### src/rtl/lfsr_step_sequencer.sv
// Single-clock enable sequencer for the LFSR core: free-run, hold, single-step, N-step burst, config reload.
// Edge on step/burst -> lfsr_en next cycle; bursts run to completion before config changes or hold are acted on.
module lfsr_step_sequencer #(
  parameter int BURST_W = 8,
  parameter int CNT_W   = 16
) (
  input  logic               clk,
  input  logic               rst_n,
  input  logic               hold,
  input  logic               step,
  input  logic               burst,
  input  logic [BURST_W-1:0] burst_count,
  input  logic [3:0]         cfg_length,
  input  logic               cfg_n_taps,
  input  logic               lfsr_valid,
  output logic               lfsr_en,
  output logic               lfsr_reload,
  output logic [3:0]         length_q,
  output logic               n_taps_q,
  output logic               busy,
  output logic [CNT_W-1:0]   step_count
);

  typedef enum logic [2:0] {
    S_IDLE,
    S_RUN,
    S_STEP,
    S_BURST,
    S_RELOAD
  } state_t;

  state_t               state_q, state_d;
  logic [BURST_W-1:0]   bcnt_q, bcnt_d;
  logic                 step_prev_q;
  logic                 burst_prev_q;
  logic                 step_edge;
  logic                 burst_edge;
  logic                 cfg_diff;

  assign step_edge  = step & ~step_prev_q;
  assign burst_edge = burst & ~burst_prev_q;
  assign cfg_diff   = (cfg_length != length_q) | (cfg_n_taps != n_taps_q);

  always_comb begin
    state_d = state_q;
    bcnt_d  = bcnt_q;
    case (state_q)
      S_IDLE: begin
        if (cfg_diff) begin
          state_d = S_RELOAD;
        end else if (burst_edge && (burst_count != '0)) begin
          state_d = S_BURST;
          bcnt_d  = burst_count;
        end else if (step_edge) begin
          state_d = S_STEP;
        end else if (!hold) begin
          state_d = S_RUN;
        end
      end
      S_RUN: begin
        if (cfg_diff) begin
          state_d = S_RELOAD;
        end else if (hold) begin
          state_d = S_IDLE;
        end
      end
      S_STEP: begin
        state_d = S_IDLE;
      end
      // Everything else waits until the last burst enable has been issued.
      S_BURST: begin
        bcnt_d = bcnt_q - BURST_W'(1);
        if (bcnt_q == BURST_W'(1)) begin
          state_d = hold ? S_IDLE : S_RUN;
        end
      end
      S_RELOAD: begin
        state_d = hold ? S_IDLE : S_RUN;
      end
      default: begin
        state_d = S_IDLE;
      end
    endcase
  end

  always_ff @(posedge clk) begin
    if (!rst_n) begin
      state_q      <= S_IDLE;
      bcnt_q       <= '0;
      step_prev_q  <= 1'b0;
      burst_prev_q <= 1'b0;
      lfsr_en      <= 1'b0;
      lfsr_reload  <= 1'b0;
      busy         <= 1'b0;
      length_q     <= 4'd2;
      n_taps_q     <= 1'b0;
      step_count   <= '0;
    end else begin
      state_q      <= state_d;
      bcnt_q       <= bcnt_d;
      step_prev_q  <= step;
      burst_prev_q <= burst;
      lfsr_en      <= (state_d == S_RUN) || (state_d == S_STEP) || (state_d == S_BURST);
      lfsr_reload  <= (state_d == S_RELOAD);
      busy         <= (state_d == S_STEP) || (state_d == S_BURST) || (state_d == S_RELOAD);
      // Config latch and counter clear happen on the edge that enters RELOAD.
      if (state_d == S_RELOAD) begin
        length_q   <= cfg_length;
        n_taps_q   <= cfg_n_taps;
        step_count <= '0;
      end else if (lfsr_en && lfsr_valid) begin
        step_count <= step_count + CNT_W'(1);
      end
    end
  end

endmodule

### config.mk
export PLATFORM = sky130hd
export DESIGN_NAME = lfsr_step_sequencer
export DESIGN_NICKNAME = d
export VERILOG_FILES = /design/src/rtl/lfsr_step_sequencer.sv
export SDC_FILE = /design/constraint.sdc
export NUM_CORES = 1
export LEC_CHECK = 0
export CORE_ASPECT_RATIO = 0.7
export CORE_MARGIN = 2
export CORE_UTILIZATION = 45
export CTS_CLUSTER_DIAMETER = 40
export CTS_CLUSTER_SIZE = 16
export DETAILED_ROUTE_END_ITERATION = 10
export MAX_ROUTING_LAYER = met4
export PLACE_DENSITY = 0.78
export SLEW_MARGIN = 20
export SYNTH_ARGS = -nofsm -noshare
export SYNTH_HDL_FRONTEND = slang
export SYNTH_SLANG_ARGS = --single-unit
export TNS_END_PERCENT = 30
### constraint.sdc
create_clock -name clk -period 3.4 [get_ports clk]
set_input_delay 0.68 -clock clk [delete_from_list [all_inputs] [get_ports clk]]
set_output_delay 0.68 -clock clk [all_outputs]
set_load 0.02 [all_outputs]
==> flow_metrics.env <==
export IMPL_yosysUniqueCellTypes=41
export IMPL_min_path_type="register to register"
export IMPL_initial_antenna_violation_count=0
export IMPL_worst_slew_pin_transition_ps=772.6
export IMPL_stdcell_count=299
export IMPL_fp_dieArea_sq_mm=0.004377
export IMPL_insertedDiodeCount=0
export IMPL_grt_setup_unrepaired="no"
export IMPL_grt_first_pass_wirelength_um=6354
export IMPL_maxCapViolCount=0
export IMPL_insertion_delay_ps=280
export IMPL_fmax_mhz=419.5
export IMPL_postLayoutCellArea_sq_mm=0.002275
export IMPL_sequential_cell_area_sq_um=740.7
export IMPL_ff2ff_setup_slack_ps=1540
export IMPL_place_congestion=0.8722
export IMPL_synth_main_ff_cell="sky130_fd_sc_hd__dfxtp_1"
export IMPL_dp_final_hpwl_um=2875
export IMPL_worstSetupEndpointType="register"
export IMPL_vias=1554
export IMPL_synth_cells_most_frequent="37 x sky130_fd_sc_hd__dfxtp_1, 29 x sky130_fd_sc_hd__nand2_1, 27 x sky130_fd_sc_hd__nor2_1"
export IMPL_leakagePower_nw=0.7969
export IMPL_initial_utilization=0.4816
export IMPL_root_buffer="sky130_fd_sc_hd__clkbuf_8"
export IMPL_synth_simple_gate_area_frac=0.2927
export IMPL_max_stage_delay_ps=460
export IMPL_hold_path_endpoint="length_q[2]"
export IMPL_drcViolationCount=0
export IMPL_share_of_synthesized_cell_area_in_full_adder_half_adder_and_majority_cells=0.02163
export IMPL_detailed_place_area_sq_mm=0.002192
export IMPL_finalClockSkew_ps=7.322
export IMPL_detail_route_wl_per_cell_um=12.97
export IMPL_die_height_um=55.96
export IMPL_synth_warning_count=0
export IMPL_final_layout_size_suffix_gt1_frac=0.06827
export IMPL_timing_critical_path_fanout_max=16
export IMPL_setup_ws_final_ps=1016
export IMPL_vdd_drop_max_uv=232.9
export IMPL_yosysMostFrequentCell="sky130_fd_sc_hd__dfxtp_1"
export IMPL_detail_route_iter0_violations=74
export IMPL_pin_count=43
export IMPL_period_share=0.7011
export IMPL_cts_buffer_depth=2
export IMPL_final_hold_viol_count=0
export IMPL_fp_row_count=18
export IMPL_synth_compound_area_share=0.1161
export IMPL_setup_viol=0
export IMPL_syn_mean_instance_area_sq_um=8.507
export IMPL_grt_util_all_layers=0.1908
export IMPL_max_slew_margin=0.4810
export IMPL_power_density_cell_area_mw_per_mm2=380.3
export IMPL_yosys_area_share_xor_xnor=0.1190
export IMPL_coreArea_sq_mm=0.003603
export IMPL_final_nets=270
export IMPL_maximum_number_of_pins_on_one_net_before_global_route_repair=17
export IMPL_depth_of_the_most_critical_reg_to_reg_path=5
export IMPL_critical_path_top_delay_family="simple AND/OR/NAND/NOR gates"
export IMPL_htree_num_levels=2
export IMPL_run_status="completed"
export IMPL_fillerInstances=312
export IMPL_final_setup_tns_ps=0
export IMPL_synth_cells=204
export IMPL_tritoncts="done"
export IMPL_post_cts_resize_count=0
export IMPL_power_total_mw=0.8650
export IMPL_synthDominantAreaCellType="sky130_fd_sc_hd__dfxtp_1"
export IMPL_post_drt_via_cell_ratio=5.197
export IMPL_drt_pass1_iter_count=4
export IMPL_synth_top_area_frac=0.4268
export IMPL_multi_input_comb_area_sq_um=953.4
export IMPL_post_synth_instance_area_sq_mm=0.001735
export IMPL_synth_ff_latch_count=37
export IMPL_synth_top_family_by_area="simple AND/OR/NAND/NOR gates"
export IMPL_finalCriticalPeriod_ps=2384
export IMPL_synth_edff_count=0
export IMPL_cp_required_ps=3600
export IMPL_drt_wl_total_um=3878
export IMPL_tritoncts_num_buffers=5
export IMPL_start_kind="input pin"
export IMPL_path_buf_inv=1
export IMPL_dp_cells=291
export IMPL_place_worst_setup_slack_ps=741.3
export IMPL_slowest_stage_cell_on_the_critical_path="sky130_fd_sc_hd__clkdlybuf4s50_1"
export IMPL_worstPathCellList="clkdlybuf4s50_1, xnor2_2, nand3_2, o21ai_1, nand2_1, nor2_1"
export IMPL_hold_path_startpoint="length_q[2]"
export IMPL_path_clk_slew_ps=70
export IMPL_global_route_overflow_total=0
export IMPL_first_global_vias=1318
export IMPL_hold_path_cell_count=2
export IMPL_cts_repair_timing_setup_buffer_count=0
export IMPL_rr_startpoint="n_taps_q"
export IMPL_post_synthesis_to_final_layout_area_growth_pct=31.07
export IMPL_tritoncts_num_sinks=37
export IMPL_port_buffers=42
export IMPL_timing_worst_setup_path_type="input pin to register"
export IMPL_syn_nets=226
export IMPL_die_width_um=78.23
export IMPL_synthArstFlopShare=0
export IMPL_netlist_top_cells_area="sky130_fd_sc_hd__dfxtp_1 43%, sky130_fd_sc_hd__nand2_1 6.3%, sky130_fd_sc_hd__nor2_1 5.8%, sky130_fd_sc_hd__xor2_1 5.6%, sky130_fd_sc_hd__nand3_1 3.7%"
export IMPL_ctsHoldBuffers=0
export IMPL_antenna_left=0
export IMPL_post_synth_mux_area_share=0
export IMPL_timing_hold_ws_ps=485.9
export IMPL_slew_viol_final=0
export IMPL_postLayoutCoreUtil=0.6313
export IMPL_worst_ep_arrival_time_ps=2590
export IMPL_synth_sequential_area_ratio=0.4268
export IMPL_critical_path_reg2reg_endpoint="step_count[10]"
final cells by class:
| cell class | instances | share of cell area |
|---|---|---|
| Sequential cell | 37 | 0.3256 |
| Tap cell | 50 | 0.02750 |
| Timing Repair Buffer | 42 | 0.1848 |
| Clock inverter | 2 | 0.004400 |
| Multi-Input combinational cell | 158 | 0.4191 |
| Clock buffer | 6 | 0.03190 |
| Inverter | 4 | 0.006601 |
sequential cells by signal, indices dropped and copies added, names as in the netlist:
name,flops
lfsr_en,1
lfsr_reload,1
busy,1
step_prev_q,1
burst_prev_q,1
n_taps_q,1
length_q,4
state_q,3
bcnt_q,8
step_count,16
worst max path at each step:
stage             startpoint             end  slack (ps)  cells after the start
2_1_floorplan  cfg_length[0]       bcnt_q[6]        1360                      6
4_1_cts        cfg_length[0]  step_count[10]        1030                      6
6_report       cfg_length[0]  step_count[10]        1020                      6
5_1_grt        cfg_length[0]  step_count[10]         810                      6
3_5_place_dp   cfg_length[0]   step_count[1]         740                      6
3_3_place_gp   cfg_length[2]       bcnt_q[0]         840                      6
power by group:
group          internal (mW)  leakage [nW]  switching (mW)
logic                 0.0575         0.451          0.0597
registers              0.446         0.301          0.0108
clock network          0.142        0.0450           0.149
cell usage in the layout (no fill, tap or decap), drive strengths merged, types with 2 or more instances in the layout:
| master | netlist | final |
|---|---|---|
| xor2 | 11 | 11 |
| xnor2 | 10 | 10 |
| nand3 | 14 | 14 |
| clkinv | 0 | 2 |
| ha | 3 | 3 |
| o22ai | 2 | 2 |
| inv | 4 | 4 |
| o211ai | 2 | 2 |
| or2 | 2 | 2 |
| a21oi | 10 | 10 |
| nand2 | 29 | 29 |
| and4 | 3 | 3 |
| or4 | 4 | 4 |
| clkdlybuf4s50 | 0 | 42 |
| o21a | 3 | 3 |
| clkbuf | 4 | 6 |
| and2 | 3 | 3 |
| dfxtp | 37 | 37 |
| nor3 | 4 | 4 |
| and3 | 2 | 2 |
| nand4 | 5 | 5 |
| a32oi | 2 | 2 |
| o21ai | 5 | 5 |
| nor2 | 28 | 28 |
| a31oi | 4 | 4 |
worst register-to-register path, cell delays in order (launching register included):
cell                      delay [ps]
sky130_fd_sc_hd__dfxtp_1         410
sky130_fd_sc_hd__xnor2_2         140
sky130_fd_sc_hd__nand3_2         150
sky130_fd_sc_hd__o21ai_1         400
sky130_fd_sc_hd__nand2_1         450
sky130_fd_sc_hd__nor2_1          230
routing by layer:
layer | up-vias | share of wire | global-route usage
li1 | 801 | - | -
met4 | 0 | 0.0093 | 0.06015
met1 | 710 | 0.53 | 0.2834
met5 | - | 0 | -
met3 | 2 | 0.058 | 0.04383
met2 | 41 | 0.40 | 0.2537
logic make-up after synthesis:
family                     count (synthesis)
and+or+nand+nor                          102
DFF                                       37
AOI/OAI and AO/OA                         32
xor gates and xnor gates                  21
buffers and inverters                      9
adders and majority gates                  3
Power figures use the tool's default switching activity.
